### config.mk
export PLATFORM = sky130hd
export DESIGN_NAME = pe_stream_driver
export DESIGN_NICKNAME = d
export VERILOG_FILES = /design/src/rtl/pe_stream_driver.sv
export SDC_FILE = /design/constraint.sdc
export NUM_CORES = 1
export LEC_CHECK = 0
export ABC_AREA = 1
export BUFFER_PORTS_ARGS = -buffer_cell sky130_fd_sc_hd__buf_4
export CAP_MARGIN = 20
export CORE_MARGIN = 2
export CORE_UTILIZATION = 50
export CTS_CLUSTER_DIAMETER = 30
export DETAILED_ROUTE_END_ITERATION = 7
export PLACE_DENSITY_LB_ADDON = 0.2
export SKIP_CTS_REPAIR_TIMING = 1
export SYNTH_ARGS = -nofsm -noshare
export SYNTH_HDL_FRONTEND = slang
export SYNTH_SLANG_ARGS = --single-unit
### constraint.sdc
create_clock -name clk -period 5.45 [get_ports clk]
set_clock_uncertainty 0.2 [all_clocks]
set_input_delay 0.545 -clock clk [delete_from_list [all_inputs] [get_ports clk]]
set_output_delay 0.545 -clock clk [all_outputs]
set_load 0.01 [all_outputs]
### src/rtl/pe_stream_driver.sv
// Initiator between the tile controller and one PE: fetches N activation/weight
// pairs from SRAM, streams them to the PE and writes the returned results back.
module pe_stream_driver #(
  parameter int DATA_WIDTH      = 16,
  parameter int ACC_WIDTH       = 32,
  parameter int ADDR_WIDTH      = 10,
  parameter int LEN_WIDTH       = 10,
  parameter int MAX_OUTSTANDING = 1
) (
  input  logic                  clk,
  input  logic                  rst,
  input  logic                  cmd_valid,
  output logic                  cmd_ready,
  input  logic [ADDR_WIDTH-1:0] cmd_act_base,
  input  logic [ADDR_WIDTH-1:0] cmd_wgt_base,
  input  logic [ADDR_WIDTH-1:0] cmd_out_base,
  input  logic [LEN_WIDTH-1:0]  cmd_len,
  output logic                  act_rd_en,
  output logic [ADDR_WIDTH-1:0] act_rd_addr,
  input  logic [DATA_WIDTH-1:0] act_rd_data,
  output logic                  wgt_rd_en,
  output logic [ADDR_WIDTH-1:0] wgt_rd_addr,
  input  logic [DATA_WIDTH-1:0] wgt_rd_data,
  output logic [DATA_WIDTH-1:0] pe_input_data,
  output logic                  pe_input_valid,
  input  logic                  pe_input_ready,
  output logic [DATA_WIDTH-1:0] pe_weight_data,
  output logic                  pe_weight_valid,
  input  logic                  pe_weight_ready,
  input  logic [ACC_WIDTH-1:0]  pe_output_data,
  input  logic                  pe_output_valid,
  output logic                  pe_output_ready,
  output logic                  res_wr_en,
  output logic [ADDR_WIDTH-1:0] res_wr_addr,
  output logic [ACC_WIDTH-1:0]  res_wr_data,
  output logic                  busy,
  output logic                  done
);

  localparam logic [1:0] S_IDLE  = 2'd0;
  localparam logic [1:0] S_RUN   = 2'd1;
  localparam logic [1:0] S_DRAIN = 2'd2;
  localparam logic [1:0] S_DONE  = 2'd3;

  localparam logic [1:0] MAX_OUT = 2'(MAX_OUTSTANDING);

  logic [1:0]            r_state;
  logic                  r_cmd_ready;
  logic                  r_busy;
  logic                  r_done;
  logic [ADDR_WIDTH-1:0] r_act_base;
  logic [ADDR_WIDTH-1:0] r_wgt_base;
  logic [ADDR_WIDTH-1:0] r_out_base;
  logic [LEN_WIDTH-1:0]  r_len;
  logic [LEN_WIDTH-1:0]  r_fetch_cnt;
  logic [LEN_WIDTH-1:0]  r_issue_cnt;
  logic [LEN_WIDTH-1:0]  r_recv_cnt;
  logic [1:0]            r_outstanding;
  logic                  r_rd_inflight;
  logic [DATA_WIDTH-1:0] r_fifo_act [2];
  logic [DATA_WIDTH-1:0] r_fifo_wgt [2];
  logic                  r_wr_ptr;
  logic                  r_rd_ptr;
  logic [1:0]            r_fifo_count;
  logic                  r_res_wr_en;
  logic [ADDR_WIDTH-1:0] r_res_wr_addr;
  logic [ACC_WIDTH-1:0]  r_res_wr_data;

  logic w_accept;
  logic w_fetch;
  logic w_pe_valid;
  logic w_issue;
  logic w_recv_ready;
  logic w_recv;

  assign w_accept = cmd_valid && r_cmd_ready;

  // A new read is only issued when the FIFO is guaranteed a free slot for its data.
  assign w_fetch = (r_state == S_RUN) && (r_fetch_cnt != r_len) &&
                   ((r_fifo_count + {1'b0, r_rd_inflight}) < 2'd2);

  assign w_pe_valid   = (r_state == S_RUN) && (r_fifo_count != 2'd0) && (r_outstanding < MAX_OUT);
  assign w_issue      = w_pe_valid && pe_input_ready && pe_weight_ready;
  assign w_recv_ready = ((r_state == S_RUN) || (r_state == S_DRAIN)) && (r_recv_cnt != r_len);
  assign w_recv       = w_recv_ready && pe_output_valid;

  // NOTE: all state below uses non-blocking assignments so every register samples
  // the pre-edge values of its neighbours regardless of statement order.
  always_ff @(posedge clk or posedge rst) begin
    if (rst) begin
      r_state       <= S_IDLE;
      r_cmd_ready   <= 1'b0;
      r_busy        <= 1'b0;
      r_done        <= 1'b0;
      r_act_base    <= '0;
      r_wgt_base    <= '0;
      r_out_base    <= '0;
      r_len         <= '0;
      r_fetch_cnt   <= '0;
      r_issue_cnt   <= '0;
      r_recv_cnt    <= '0;
      r_outstanding <= '0;
      r_rd_inflight <= 1'b0;
      r_wr_ptr      <= 1'b0;
      r_rd_ptr      <= 1'b0;
      r_fifo_count  <= '0;
      r_res_wr_en   <= 1'b0;
      r_res_wr_addr <= '0;
      r_res_wr_data <= '0;
      // NOTE: the two operand slots are cleared here because they drive the PE data
      // ports directly, which must read zero while in reset.
      for (int i = 0; i < 2; i++) begin
        r_fifo_act[i] <= '0;
        r_fifo_wgt[i] <= '0;
      end
    end else begin
      // Ready drops for the done cycle, so a command then is never taken.
      r_cmd_ready <= (r_state == S_IDLE) && !w_accept;
      r_done      <= (r_state == S_DONE);
      if (r_done) begin
        r_busy <= 1'b0;
      end

      r_rd_inflight <= w_fetch;
      if (w_fetch) begin
        r_fetch_cnt <= r_fetch_cnt + 1'b1;
      end

      if (r_rd_inflight) begin
        r_fifo_act[r_wr_ptr] <= act_rd_data;
        r_fifo_wgt[r_wr_ptr] <= wgt_rd_data;
        r_wr_ptr             <= ~r_wr_ptr;
      end
      if (w_issue) begin
        r_rd_ptr    <= ~r_rd_ptr;
        r_issue_cnt <= r_issue_cnt + 1'b1;
      end
      case ({r_rd_inflight, w_issue})
        2'b10:   r_fifo_count <= r_fifo_count + 2'd1;
        2'b01:   r_fifo_count <= r_fifo_count - 2'd1;
        default: ;
      endcase

      case ({w_issue, w_recv})
        2'b10:   r_outstanding <= r_outstanding + 2'd1;
        2'b01:   r_outstanding <= r_outstanding - 2'd1;
        default: ;
      endcase

      r_res_wr_en <= w_recv;
      if (w_recv) begin
        r_res_wr_addr <= r_out_base + ADDR_WIDTH'(r_recv_cnt);
        r_res_wr_data <= pe_output_data;
        r_recv_cnt    <= r_recv_cnt + 1'b1;
      end

      case (r_state)
        S_IDLE: begin
          if (w_accept) begin
            r_act_base    <= cmd_act_base;
            r_wgt_base    <= cmd_wgt_base;
            r_out_base    <= cmd_out_base;
            r_len         <= cmd_len;
            r_fetch_cnt   <= '0;
            r_issue_cnt   <= '0;
            r_recv_cnt    <= '0;
            r_outstanding <= '0;
            r_busy        <= 1'b1;
            r_state       <= (cmd_len == '0) ? S_DONE : S_RUN;
          end
        end
        S_RUN: begin
          if ((r_fetch_cnt == r_len) && (r_issue_cnt == r_len)) begin
            r_state <= S_DRAIN;
          end
        end
        S_DRAIN: begin
          if (r_recv_cnt == r_len) begin
            r_state <= S_DONE;
          end
        end
        default: r_state <= S_IDLE;
      endcase
    end
  end

  assign cmd_ready       = r_cmd_ready;
  assign act_rd_en       = w_fetch;
  assign wgt_rd_en       = w_fetch;
  assign act_rd_addr     = r_act_base + ADDR_WIDTH'(r_fetch_cnt);
  assign wgt_rd_addr     = r_wgt_base + ADDR_WIDTH'(r_fetch_cnt);
  assign pe_input_data   = r_fifo_act[r_rd_ptr];
  assign pe_weight_data  = r_fifo_wgt[r_rd_ptr];
  assign pe_input_valid  = w_pe_valid;
  assign pe_weight_valid = w_pe_valid;
  assign pe_output_ready = w_recv_ready;
  assign res_wr_en       = r_res_wr_en;
  assign res_wr_addr     = r_res_wr_addr;
  assign res_wr_data     = r_res_wr_data;
  assign busy            = r_busy;
  assign done            = r_done;

endmodule
==> Word-level counts from Yosys, hierarchy flattened <==
Index checks and enable logic that the tools add are counted.
{ "classes": {"add_sub_neg": 11, "magnitude_cmp": 5, "eq_ne": 15, "muxes": 31, "bitwise_logic": 4, "reduce_logical": 20} }
{ "ops": {"columns": ["operator", "n"], "rows": [
  ["$mux 16", 7],
  ["$mux 10", 9],
  ["$bwmux 32", 2],
  ["$add 10x1->10 const B", 3],
  ["$add 10x10->10", 3],
  ["$eq 10x10->1", 3],
  ["$ne 10x10->1", 2],
  ["$demux 16 s1", 1],
  ["$logic_and 1x1->1", 12],
  ["$mux 2", 6],
  ["$logic_not 10->1", 1],
  ["$eq 2x2->1 const B", 4],
  ["$pmux 2 s2", 2],
  ["$eq 2x1->1 const B", 3],
  ["$pmux 2 s3", 1],
  ["$add 2x1->2 const B", 2],
  ["$ge 2x2->1 const B", 2],
  ["$lt 2x1->1 const B", 2],
  ["$ne 2x1->1 const B", 2],
  ["$not 1->2", 2],
  ["$reduce_bool 2->1", 2],
  ["$sub 2x1->2 const B", 2],
  ["$mux 1", 3],
  ["$reduce_and 3->1", 1],
  ["other kinds (8)", 9]
]} }
{ "totals": {"regBits": 189, "in_bits": 110, "output_inout_bits": 103, "word_cells": 109} }

==> Depth between registers and ports, before layout <==
{ "depth": {"depth_word": 9, "mapped_depth": 15, "ltp_nobuf": 14} }

==> Worst setup path after synthesis <==
Ideal clock, no wire load.
{ "synth_path": {"kind": "register -> output", "from": "register r_fetch_cnt[0]", "to": "output port wgt_rd_addr[8]", "arrival_time_ps": 1841, "required_time_ps": 4705, "path_slack_ps": 2864, "path_stages_with_launch": 8, "path_buffers": 0, "cell_sequence": "dfrtp_1 -> ha_1 -> inv_1 -> fa_1 -> o21ai_0 -> nand4_1 -> o211ai_1 -> xor2_1"} }
{ "synth_between": {"elab_chain_len": 1} }
{ "synth_rtl": {"columns": ["element", "line", "source"], "rows": [
  ["start: declaration", "55", "logic [LEN_WIDTH-1:0] r_fetch_cnt;"],
  ["start signal: assignment", "126", "r_fetch_cnt <= r_fetch_cnt + 1'b1;"],
  ["$add 10x10->10", "191", "assign wgt_rd_addr = r_wgt_base + ADDR_WIDTH'(r_fetch_cnt);"],
  ["end: declaration", "22", "output logic [ADDR_WIDTH-1:0] wgt_rd_addr,"]
]} }
No other way between the ends.

==> Worst setup path in the final report <==
{ "layout_path": {"from": "register r_state[0]", "to": "register r_outstanding[1]"} }
{ "layout_between": {"elab_chain_len": 9, "word_cells_on_any_way": 15, "classes_between": "4 x eq/ne; 3 x mux; 8 x reduce/logical"} }
{ "layout_rtl": {"columns": ["element", "line", "source"], "rows": [
  ["start: declaration", "47", "logic [1:0] r_state;"],
  ["start signal: assignment", "169", "r_state <= (cmd_len == '0) ? S_DONE : S_RUN;"],
  ["$eq 2x1->1", "82, 84", null],
  ["$logic_and 1x1->1 (2 in series)", "82", "assign w_pe_valid = (r_state == S_RUN) && (r_fifo_count != 2'd0) && (r_outstanding < MAX_OUT);"],
  ["$logic_and 1x1->1 (2 in series)", "83", "assign w_issue = w_pe_valid && pe_input_ready && pe_weight_ready;"],
  ["$eq 2x1->1 / $eq 2x2->1 (equally long branches)", "144", "case ({w_issue, w_recv})"],
  ["$pmux 2 s2", "144", null],
  ["$mux 2", "159", "if (w_accept) begin"],
  ["$mux 2 (*)", "157", "case (r_state)"],
  ["end signal: assignment", "145", "2'b10: r_outstanding <= r_outstanding + 2'd1;"],
  ["end signal: assignment", "146", "2'b01: r_outstanding <= r_outstanding - 2'd1;"],
  ["end: declaration", "58", "logic [1:0] r_outstanding;"]
]} }
Mark *: on every way between the ends. The rest lies on a longest branch, timed or not.
A chain may end at the register's enable or synchronous reset.

==> impl_metrics.env <==
export IMPL_hpwl_microns=16870
export IMPL_fp_dieW_microns=144.0
export IMPL_detail_route_first_pass_iterations=5
export IMPL_synth_most_common_cell="sky130_fd_sc_hd__nand2_1"
export IMPL_hold_class="in -> async"
export IMPL_synthDominantAreaCellType="sky130_fd_sc_hd__dfrtp_1"
export IMPL_crit_arrival_ps=3530
export IMPL_synth_lib_cells_used_distinct=37
export IMPL_worstMarginPinSlew_ps=863.5
export IMPL_total_leakage_power_uw=0.006658
export IMPL_globalRouteTotalUtil_pct=23.96
export IMPL_routed_wire_length_per_instance_microns=14.05
export IMPL_numClockSinks=189
export IMPL_path_class="reg -> reg"
export IMPL_grt_setup_unrepaired="no"
export IMPL_layout_min_cycle_time_ps=3395
export IMPL_seq_area_frac_synth_pct=48.27
export IMPL_average_instance_area_after_synthesis_sq_um=7.770
export IMPL_totalWireLength_microns=24310
export IMPL_layout_filler_cells=1772
export IMPL_switching_power_share_of_the_total_pct=42.40
export IMPL_post_synth_instance_area_sq_mm=0.009798
export IMPL_grt_start_max_net_pins=87
export IMPL_dominantRegCellSynth="sky130_fd_sc_hd__dfrtp_1"
export IMPL_ctsHtreeMaxLevel=4
export IMPL_place_port_buffers=212
export IMPL_routabilityCongestion=0.9054
export IMPL_initial_core_util_pct=50.68
export IMPL_vias=8586
export IMPL_yosys_area_top_type_share_pct=48.27
export IMPL_maximum_vdd_ir_drop_uv=309.5
export IMPL_vias_per_cell=4.960
export IMPL_ys_top_cells_by_area="sky130_fd_sc_hd__dfrtp_1 48%, sky130_fd_sc_hd__nand2_1 20%, sky130_fd_sc_hd__o21ai_0 5.7%"
export IMPL_grt_pass1_wl_microns=39610
export IMPL_setup_worst_path_end_class="flop"
export IMPL_clock_insertion_delay_worst_skew_ps=430
export IMPL_synth_cells=1261
export IMPL_core_rowCount=51
export IMPL_cp_required_ps=5580
export IMPL_route_detailed_drc=0
export IMPL_drt_iter0_drc=498
export IMPL_clock_power_share_pct=16.8
export IMPL_setup_worst_path_start_class="flop"
export IMPL_antenna_fix_cells=0
export IMPL_clkTransAtPathRegs_ps=80
export IMPL_worst_r2r_path_depth=9
export IMPL_die_area_sq_mm=0.02073
export IMPL_clock_path_buffers=2
export IMPL_first_global_vias=8171
export IMPL_number_of_pins_exceeding_their_max_slew_limit_in_the_final_report=0
export IMPL_p_int_uw=4185
export IMPL_hold_viol_final=0
export IMPL_timing_slew_headroom_pct=42.31
export IMPL_cts_root_buffer_cell="sky130_fd_sc_hd__clkbuf_16"
export IMPL_grt_overflow_total=0
export IMPL_tritoncts="yes"
export IMPL_nets=1604
export IMPL_power_per_cell_area_mw_per_mm2=594.8
export IMPL_fmaxAchievable_mhz=294.6
export IMPL_synth_fp_nets=1412
export IMPL_cts_buffers=17
export IMPL_setup_viol=0
export IMPL_run_status="finished, final reports clean"
export IMPL_number_of_enable_flip_flop_cells_after_synthesis=0
export IMPL_fp_coreArea_sq_mm=0.01933
export IMPL_placedInstanceArea_sq_mm=0.01156
export IMPL_pwr_share_comb_pct=48.6
export IMPL_timing_max_cap_violations=0
export IMPL_pin_count=213
export IMPL_yosys_register_bits=189
export IMPL_critPathMaxFanout=61
export IMPL_grt_antenna_before_repair=0
export IMPL_fp_dieH_microns=144.0
export IMPL_async_reset_ff_share_pct=100.0
export IMPL_finalSetupTns_ps=0
export IMPL_area_delta_synth_final_pct=24.67
export IMPL_seq_power_share_pct=34.6
export IMPL_route_antenna_remaining_nets=0
export IMPL_period_utilisation_layout_pct=62.29
export IMPL_final_layout_size_suffix_gt1_share_pct=18.49
export IMPL_net_switching_power_uw=3081
export IMPL_synth_warnings=0
export IMPL_synth_top_cells_by_count="520 x sky130_fd_sc_hd__nand2_1, 189 x sky130_fd_sc_hd__dfrtp_1, 118 x sky130_fd_sc_hd__inv_1"
export IMPL_finish_instance_area_sq_mm=0.01222
[power groups by stage]
stage | Clock (uW) | Sequential (uW) | Combinational, uW
CTS | 1250 | 2510 | 3520
detailed placement | 0 | 2520 | 3510
global route | 1310 | 2600 | 3990
global placement | 0 | 2510 | 3440
floorplan | 0 | 2470 | 2160
finish | 1220 | 2520 | 3530
[cell type report]
type / instances / area (sq um) / share of cell area [%]
Clock inverter: 15 / 150.1 / 1.229
Clock buffer: 17 / 425.4 / 3.483
Tap cell: 265 / 331.6 / 2.714
Timing Repair Buffer: 220 / 1717 / 14.05
Inverter: 130 / 491.7 / 4.025
Multi-Input combinational cell: 895 / 4370 / 35.78
Sequential cell: 189 / 4730 / 38.72
[worst max-delay path, stage by stage, from the launching register on]
cell and delay [ps]:
sky130_fd_sc_hd__dfrtp_1 410, sky130_fd_sc_hd__inv_1 80, sky130_fd_sc_hd__ha_1 510, sky130_fd_sc_hd__nand3_4 590, sky130_fd_sc_hd__inv_2 790, sky130_fd_sc_hd__ha_1 290, sky130_fd_sc_hd__inv_1 50, sky130_fd_sc_hd__nor2_1 80
sky130_fd_sc_hd__a211oi_1 60, sky130_fd_sc_hd__a211oi_1 190
[metal layers]
| metal | wire (microns) | GRT usage, % | vias up |
|---|---|---|---|
| li1 | - | - | 4321 |
| met1 | 11140 | 33.85 | 4024 |
| met2 | 11630 | 37.97 | 209 |
| met3 | 1161 | 4.536 | 32 |
| met4 | 380 | 6.708 | 0 |
| met5 | 0 | 0 | - |
[cells in the final DEF, fill, tap and decap left out, types with 26 or more instances in the layout]
master	netlist	final
sky130_fd_sc_hd__a21oi_1	35	35
sky130_fd_sc_hd__buf_4	3	216
sky130_fd_sc_hd__dfrtp_1	189	189
sky130_fd_sc_hd__ha_1	38	38
sky130_fd_sc_hd__inv_1	118	117
sky130_fd_sc_hd__nand2_1	520	519
sky130_fd_sc_hd__nand3_1	28	28
sky130_fd_sc_hd__nor2_1	60	59
sky130_fd_sc_hd__o21ai_0	111	111
sky130_fd_sc_hd__xor2_1	26	26
[path summary, 6_finish.rpt]
kind | start | end | slack (ps)
min | rst | res_wr_data[5] | 80
min in group clk | pe_output_data[26] | res_wr_data[26] | 100
max reg2reg | r_state[0] | r_outstanding[1] | 2060
max | r_state[0] | r_outstanding[1] | 2060
max in group asynchronous | rst | r_issue_cnt[4] | 3620
min reg2reg | done | busy | 260
[cell families after synthesis]
kind of cell | after synthesis | share of synthesized area, %
XOR/XNOR | 49 | 4.380
buffers and inverters | 177 | 7.228
adder cells (fa/ha/maj) | 41 | 5.466
AO/OA/AOI/OAI | 155 | 8.096
flip-flops | 189 | 48.27
AND/OR/NAND/NOR | 650 | 26.56
[stage by stage]
stage	std cells	util (%)	total power, uW	hold WS [ps]	setup slack, ps
floorplan	1261	-	4629	248.3	2271
CTS	1728	62.79	7285	79.76	2000
global route	1731	63.18	7904	79.41	1815
detailed placement	1696	59.81	6031	246.3	2095
global placement	1696	59.81	5946	257.7	2245
finish	1731	63.18	7266	78.80	2055
Power figures use the tool's default switching activity.
